[src/rtl/rr_mux8_1_if.sv]
// Handshake bundle for the 8:1 round-robin collector.
// The slave modport is the collector's view; master is the source/sink side.
interface rr_mux8_1_if #(
    parameter int DATA_W = 4
);
    logic [7:0]             in_valid;
    logic [7:0][DATA_W-1:0] in_data;
    logic [7:0]             in_ready;
    logic                   out_valid;
    logic [DATA_W-1:0]      out_data;
    logic [2:0]             out_select;
    logic                   out_ready;

    modport master (
        output in_valid, in_data, out_ready,
        input  in_ready, out_valid, out_data, out_select
    );

    modport slave (
        input  in_valid, in_data, out_ready,
        output in_ready, out_valid, out_data, out_select
    );
endinterface

[src/rtl/rr_mux8_1.sv]
// Eight-lane round-robin collector: merges lanes into one registered stream
// tagged with the source lane index.

module rr_mux8_1_lane (
    input  logic req_hi,
    input  logic req_lo,
    input  logic below_hi,
    input  logic below_lo,
    input  logic any_hi,
    output logic gnt
);
    // Lanes at/after ptr take priority; otherwise the lowest valid lane wraps around.
    assign gnt = any_hi ? (req_hi & ~below_hi) : (req_lo & ~below_lo);
endmodule

module rr_mux8_1 #(
    parameter int DATA_W = 4
) (
    input logic        clk,
    input logic        rst_n,
    rr_mux8_1_if.slave bus
);
    localparam int NUM_LANES = 8;

    logic [2:0]           ptr;
    logic                 load_en;
    logic [NUM_LANES-1:0] hi_mask;
    logic [NUM_LANES-1:0] req_hi;
    logic [NUM_LANES-1:0] req_lo;
    logic [NUM_LANES-1:0] below_hi;
    logic [NUM_LANES-1:0] below_lo;
    logic [NUM_LANES-1:0] gnt;
    logic                 any_hi;
    logic [2:0]           win;

    assign load_en = rst_n & (~bus.out_valid | bus.out_ready);

    always_comb begin
        hi_mask = '0;
        for (int k = 0; k < NUM_LANES; k++)
            hi_mask[k] = (3'(k) >= ptr);
    end

    assign req_lo = bus.in_valid;
    assign req_hi = bus.in_valid & hi_mask;
    assign any_hi = |req_hi;

    // Exclusive prefix-OR: is any lower-numbered lane requesting in each half.
    always_comb begin
        logic acc_hi;
        logic acc_lo;
        acc_hi   = 1'b0;
        acc_lo   = 1'b0;
        below_hi = '0;
        below_lo = '0;
        for (int k = 0; k < NUM_LANES; k++) begin
            below_hi[k] = acc_hi;
            below_lo[k] = acc_lo;
            acc_hi      = acc_hi | req_hi[k];
            acc_lo      = acc_lo | req_lo[k];
        end
    end

    for (genvar k = 0; k < NUM_LANES; k++) begin : g_lane
        rr_mux8_1_lane u_lane (
            .req_hi   (req_hi[k]),
            .req_lo   (req_lo[k]),
            .below_hi (below_hi[k]),
            .below_lo (below_lo[k]),
            .any_hi   (any_hi),
            .gnt      (gnt[k])
        );
    end

    always_comb begin
        win = '0;
        for (int k = 0; k < NUM_LANES; k++)
            if (gnt[k]) win = 3'(k);
    end

    assign bus.in_ready = gnt & {NUM_LANES{load_en}};

    always_ff @(posedge clk) begin
        if (!rst_n) begin
            bus.out_valid  <= 1'b0;
            bus.out_data   <= '0;
            bus.out_select <= '0;
            ptr            <= '0;
        end else if (load_en) begin
            if (|gnt) begin
                bus.out_valid  <= 1'b1;
                bus.out_data   <= bus.in_data[win];
                bus.out_select <= win;
                ptr            <= win + 3'd1;
            end else begin
                bus.out_valid  <= 1'b0;
            end
        end
    end
endmodule

[src/flat_wrapper.sv]
// flat-port wrapper written by rule: the top's interface ports become plain ports
module rr_mux8_1_flat 
#(
    parameter int DATA_W = 4
)
  (clk, rst_n, bus_in_valid, bus_in_data, bus_out_ready, bus_in_ready, bus_out_valid, bus_out_data, bus_out_select);
  rr_mux8_1_if #(.DATA_W(DATA_W)) bus_i ();
  input logic clk;
  input logic rst_n;
  input wire logic [$bits(bus_i.in_valid)-1:0] bus_in_valid;
  input wire logic [$bits(bus_i.in_data)-1:0] bus_in_data;
  input wire logic [$bits(bus_i.out_ready)-1:0] bus_out_ready;
  output wire logic [$bits(bus_i.in_ready)-1:0] bus_in_ready;
  output wire logic [$bits(bus_i.out_valid)-1:0] bus_out_valid;
  output wire logic [$bits(bus_i.out_data)-1:0] bus_out_data;
  output wire logic [$bits(bus_i.out_select)-1:0] bus_out_select;
  assign bus_i.in_valid = bus_in_valid;
  assign bus_i.in_data = bus_in_data;
  assign bus_i.out_ready = bus_out_ready;
  assign bus_in_ready = bus_i.in_ready;
  assign bus_out_valid = bus_i.out_valid;
  assign bus_out_data = bus_i.out_data;
  assign bus_out_select = bus_i.out_select;
  rr_mux8_1 #(.DATA_W(DATA_W)) u_core (.clk(clk), .rst_n(rst_n), .bus(bus_i));
endmodule
[config.mk]
export PLATFORM = sky130hd
export DESIGN_NAME = rr_mux8_1_flat
export DESIGN_NICKNAME = d
export VERILOG_FILES = /design/src/rtl/rr_mux8_1_if.sv /design/src/rtl/rr_mux8_1.sv /design/src/flat_wrapper.sv
export SDC_FILE = /design/constraint.sdc
export NUM_CORES = 1
export LEC_CHECK = 0
export ABC_AREA = 1
export CORE_MARGIN = 10
export CORE_UTILIZATION = 38
export DETAILED_ROUTE_END_ITERATION = 8
export MAX_ROUTING_LAYER = met4
export PLACE_DENSITY = 0.79
export SYNTH_ARGS = -nofsm -noshare
export SYNTH_HDL_FRONTEND = slang
export SYNTH_HIERARCHICAL = 1
export SYNTH_SLANG_ARGS = --single-unit
[constraint.sdc]
create_clock -name clk -period 2.8 [get_ports clk]
set_input_delay 0.42 -clock clk [delete_from_list [all_inputs] [get_ports clk]]
set_output_delay 0.42 -clock clk [all_outputs]
set_load 0.01 [all_outputs]
==> reports/results.ini <==
[status]
status = finished, violations left
violations = negative setup slack

[setup_path]
crit_fanout = 7
reg2reg_depth = 21
crit_arrival_ns = 2.98
rr_endpoint = u_core/bus.out_data[2]
endpoint = u_core/bus.out_data[2]
required_ns = 2.96
rr_startpoint = u_core/ptr[1]
worstSetupPathType = reg -> reg
startpoint = u_core/ptr[1]
cp-end-kind = register
crit_path_start_kind = register
r2r_slack_ns = -0.02

[placement]
place_area_mm2 = 0.00224
gp_congestion = 0.943
place_hpwl_mm = 3.61
port_buffers = 58

[cts]
cts_hold_buffers = 0
path_clk_slew_ns = 0.07
root_buffer = clkbuf_4
clockBufferDepth = 2
cts_made_buffers = 3
clock_sinks = 11
cts_tree = built
htree_num_levels = 1
clkLatencyLatePin_ns = 0.27

[floorplan]
initial_core_util_pct = 39.9
die_x_um = 79.7
io_pins = 59
die_area_mm2 = 0.00635
core_mm2 = 0.00339
die_y_um = 79.7
row_count = 21

[synthesis]
yosysSeqAreaShare_pct = 16.3
yosys_warnings = 6
yosys_register_bits = 11
syn_avg_cell_area_um2 = 5.33
yosysUniqueCellTypes = 28
syn_inst = 254
synth_top_area_cell = nand3_1
syn_area_mm2 = 0.00135
synth_area_leaders = nand3_1 (24%), inv_1 (19%), dfxtp_1 (16%)
netlist.area_leader.share_pct = 24.0

[grt]
antenna_found_initial = 0
grt.overflow.total = 0
grt_pass1_vias = 1793
track_usage_pct = 14.0
grt_max_degree = 19
grt_pass1_wl_mm = 7.39

[power]
swShare_pct = 43.8
p_per_area_mw_per_mm2 = 658
p_seq_share_pct = 15.5
vdd_ir_drop_max_mv = 0.357
intPower_uw = 906
pwr-share-comb_pct = 77.7
power_switching_uw = 705
p_total_uw = 1610
leakage_uw = 0.00139
clockPowerShare_pct = 6.8

[detailed_routing]
ant_nets = 0
wire_per_inst_um = 12.1
dr.pass1.iters = 4
drt-total-wl_mm = 4.85
vias = 1852
drt-initial-drc-count = 94
via_per_inst = 4.63
drc = 0

[timing]
finalCriticalPeriod_ns = 2.82
hold_violations = 0
finalSetupViolCount = 1
slew_viol_final = 0
worst_slack_ns = -0.0195
fin_crit_sh_pct = 101
fin_skew_ns = 0.00992
fmax_mhz = 355
rsz0062_at_grt = true

[layout]
fin_area_mm2 = 0.00245
fillerInstances = 264
final_cell_mix = inv_1 (60), nand3_1 (60), nand2_1 (47), clkdlybuf4s50_1 (46), buf_4 (33)
diodes = 0
drive_gt1_share_pct = 28.2
final_net_count = 399
area_growth_pct = 80.8

[job]
cap_violations = 0

[min_path]
hold_class = reg -> reg

## cell type report
type                       count  area (um^2)  area share [%]
timing repair buffer         100          958            39.2
multi-input combinational    164          900            36.8
inverter                      75          282            11.5
sequential                    11          224            9.15
clock buffer                   4         26.3            1.07
tap                           46         57.6            2.35
## metal layers
metal	wire (um)	track usage [%]	vias to the layer above	share of wire, %
met3	394	5.29	7	8.1
met1	1930	14.3	810	40
met2	2510	25.4	62	52
met5	0	-	-	0
li1	-	-	973	-
met4	20	2.15	0	0.41
## synthesized netlist by cell type
master / instances
inv_1: 69
nand3_1: 65
nand2_1: 51
nor2_1: 13
dfxtp_1: 11
inv_2: 6
o21ai_0: 6
a21oi_1: 4
nor2_2: 4
buf_2: 2
buf_4: 2
nand2_4: 2
nor3_2: 2
or2_1: 2
or2_4: 2
a211oi_1: 1
buf_6: 1
clkbuf_1: 1
conb_1: 1
ha_1: 1
nand2_2: 1
nand3b_1: 1
nand4_1: 1
nand4_2: 1
nor2_4: 1
nor3_4: 1
nor4_1: 1
xnor2_1: 1
## critical path, stage by stage (launching register included)
cell	delay (ns)
dfxtp_2	0.35
nor2_2	0.05
inv_2	0.06
nor2_2	0.04
or2_4	0.24
or2_4	0.26
nand3b_1	0.24
buf_6	0.18
inv_2	0.05
nand3_2	0.07
nand2_2	0.09
inv_2	0.04
buf_4	0.13
nand2_1	0.07
nand2_2	0.09
nand2_8	0.13
clkbuf_16	0.15
nand3_1	0.07
nand3_1	0.12
nand3_1	0.08
nand3_1	0.13
nand2_1	0.07
## worst min path at each step
stage,from,end,slack (ns),depth (start not counted)
2_1_floorplan,u_core/ptr[0],u_core/ptr[0],0.49,2
3_3_place_gp,u_core/bus.out_data[0],u_core/bus.out_data[0],0.46,2
3_5_place_dp,u_core/bus.out_data[0],u_core/bus.out_data[0],0.46,2
4_1_cts,u_core/bus.out_data[0],u_core/bus.out_data[0],0.48,2
5_1_grt,u_core/bus.out_data[2],u_core/bus.out_data[2],0.49,2
6_report,u_core/bus.out_data[2],u_core/bus.out_data[2],0.48,2
## power groups by stage
| stage | logic (uW) | registers, uW | clock network (uW) |
|---|---|---|---|
| after floorplan | 579 | 269 | 0 |
| after global placement | 1020 | 247 | 0 |
| after detailed placement | 1040 | 247 | 0 |
| after CTS | 1040 | 244 | 112 |
| after global routing | 1370 | 258 | 120 |
| final | 1250 | 250 | 109 |
## registers in the layout, indices dropped and copies added (netlist names)
signal	count
u_core/bus.out_data	4
u_core/bus.out_select	3
u_core/ptr	3
u_core/bus.out_valid	1
## through the flow
stage	utilization (%)	setup slack, ns	hold slack [ns]	std cells	setup TNS (ns)
floorplan	-	0.0174	0.491	255	0
global placement	66.0	-0.414	0.458	387	-5.65
detailed placement	66.0	-0.449	0.460	387	-6.44
CTS	66.7	0.0200	0.476	391	0
global route	72.2	-0.181	0.489	400	-0.824
finish	72.2	-0.0195	0.476	400	-0.0195
## kinds of logic after synthesis
kind of cell               count (synthesis)  synth area share, %
DFF                                       11                 16.3
buffers and inverters                     81                 23.8
xor gates and xnor gates                   1                0.647
and+or+nand+nor                          148                 53.9
AOI/OAI and AO/OA                         11                 4.25
other                                      1                0.277
adders and majority gates                  1                0.924
## timing repair
| item | CTS | global route |
|---|---|---|
| hold endpoints to repair | 0 | 0 |
| resized for setup | 31 | 36 |
| buffers inserted | 0 | 6 |
| gates cloned | 0 | 3 |
| setup endpoints to repair | 15 | 18 |
| pin swaps | 0 | 18 |
Power figures use the tool's default switching activity.
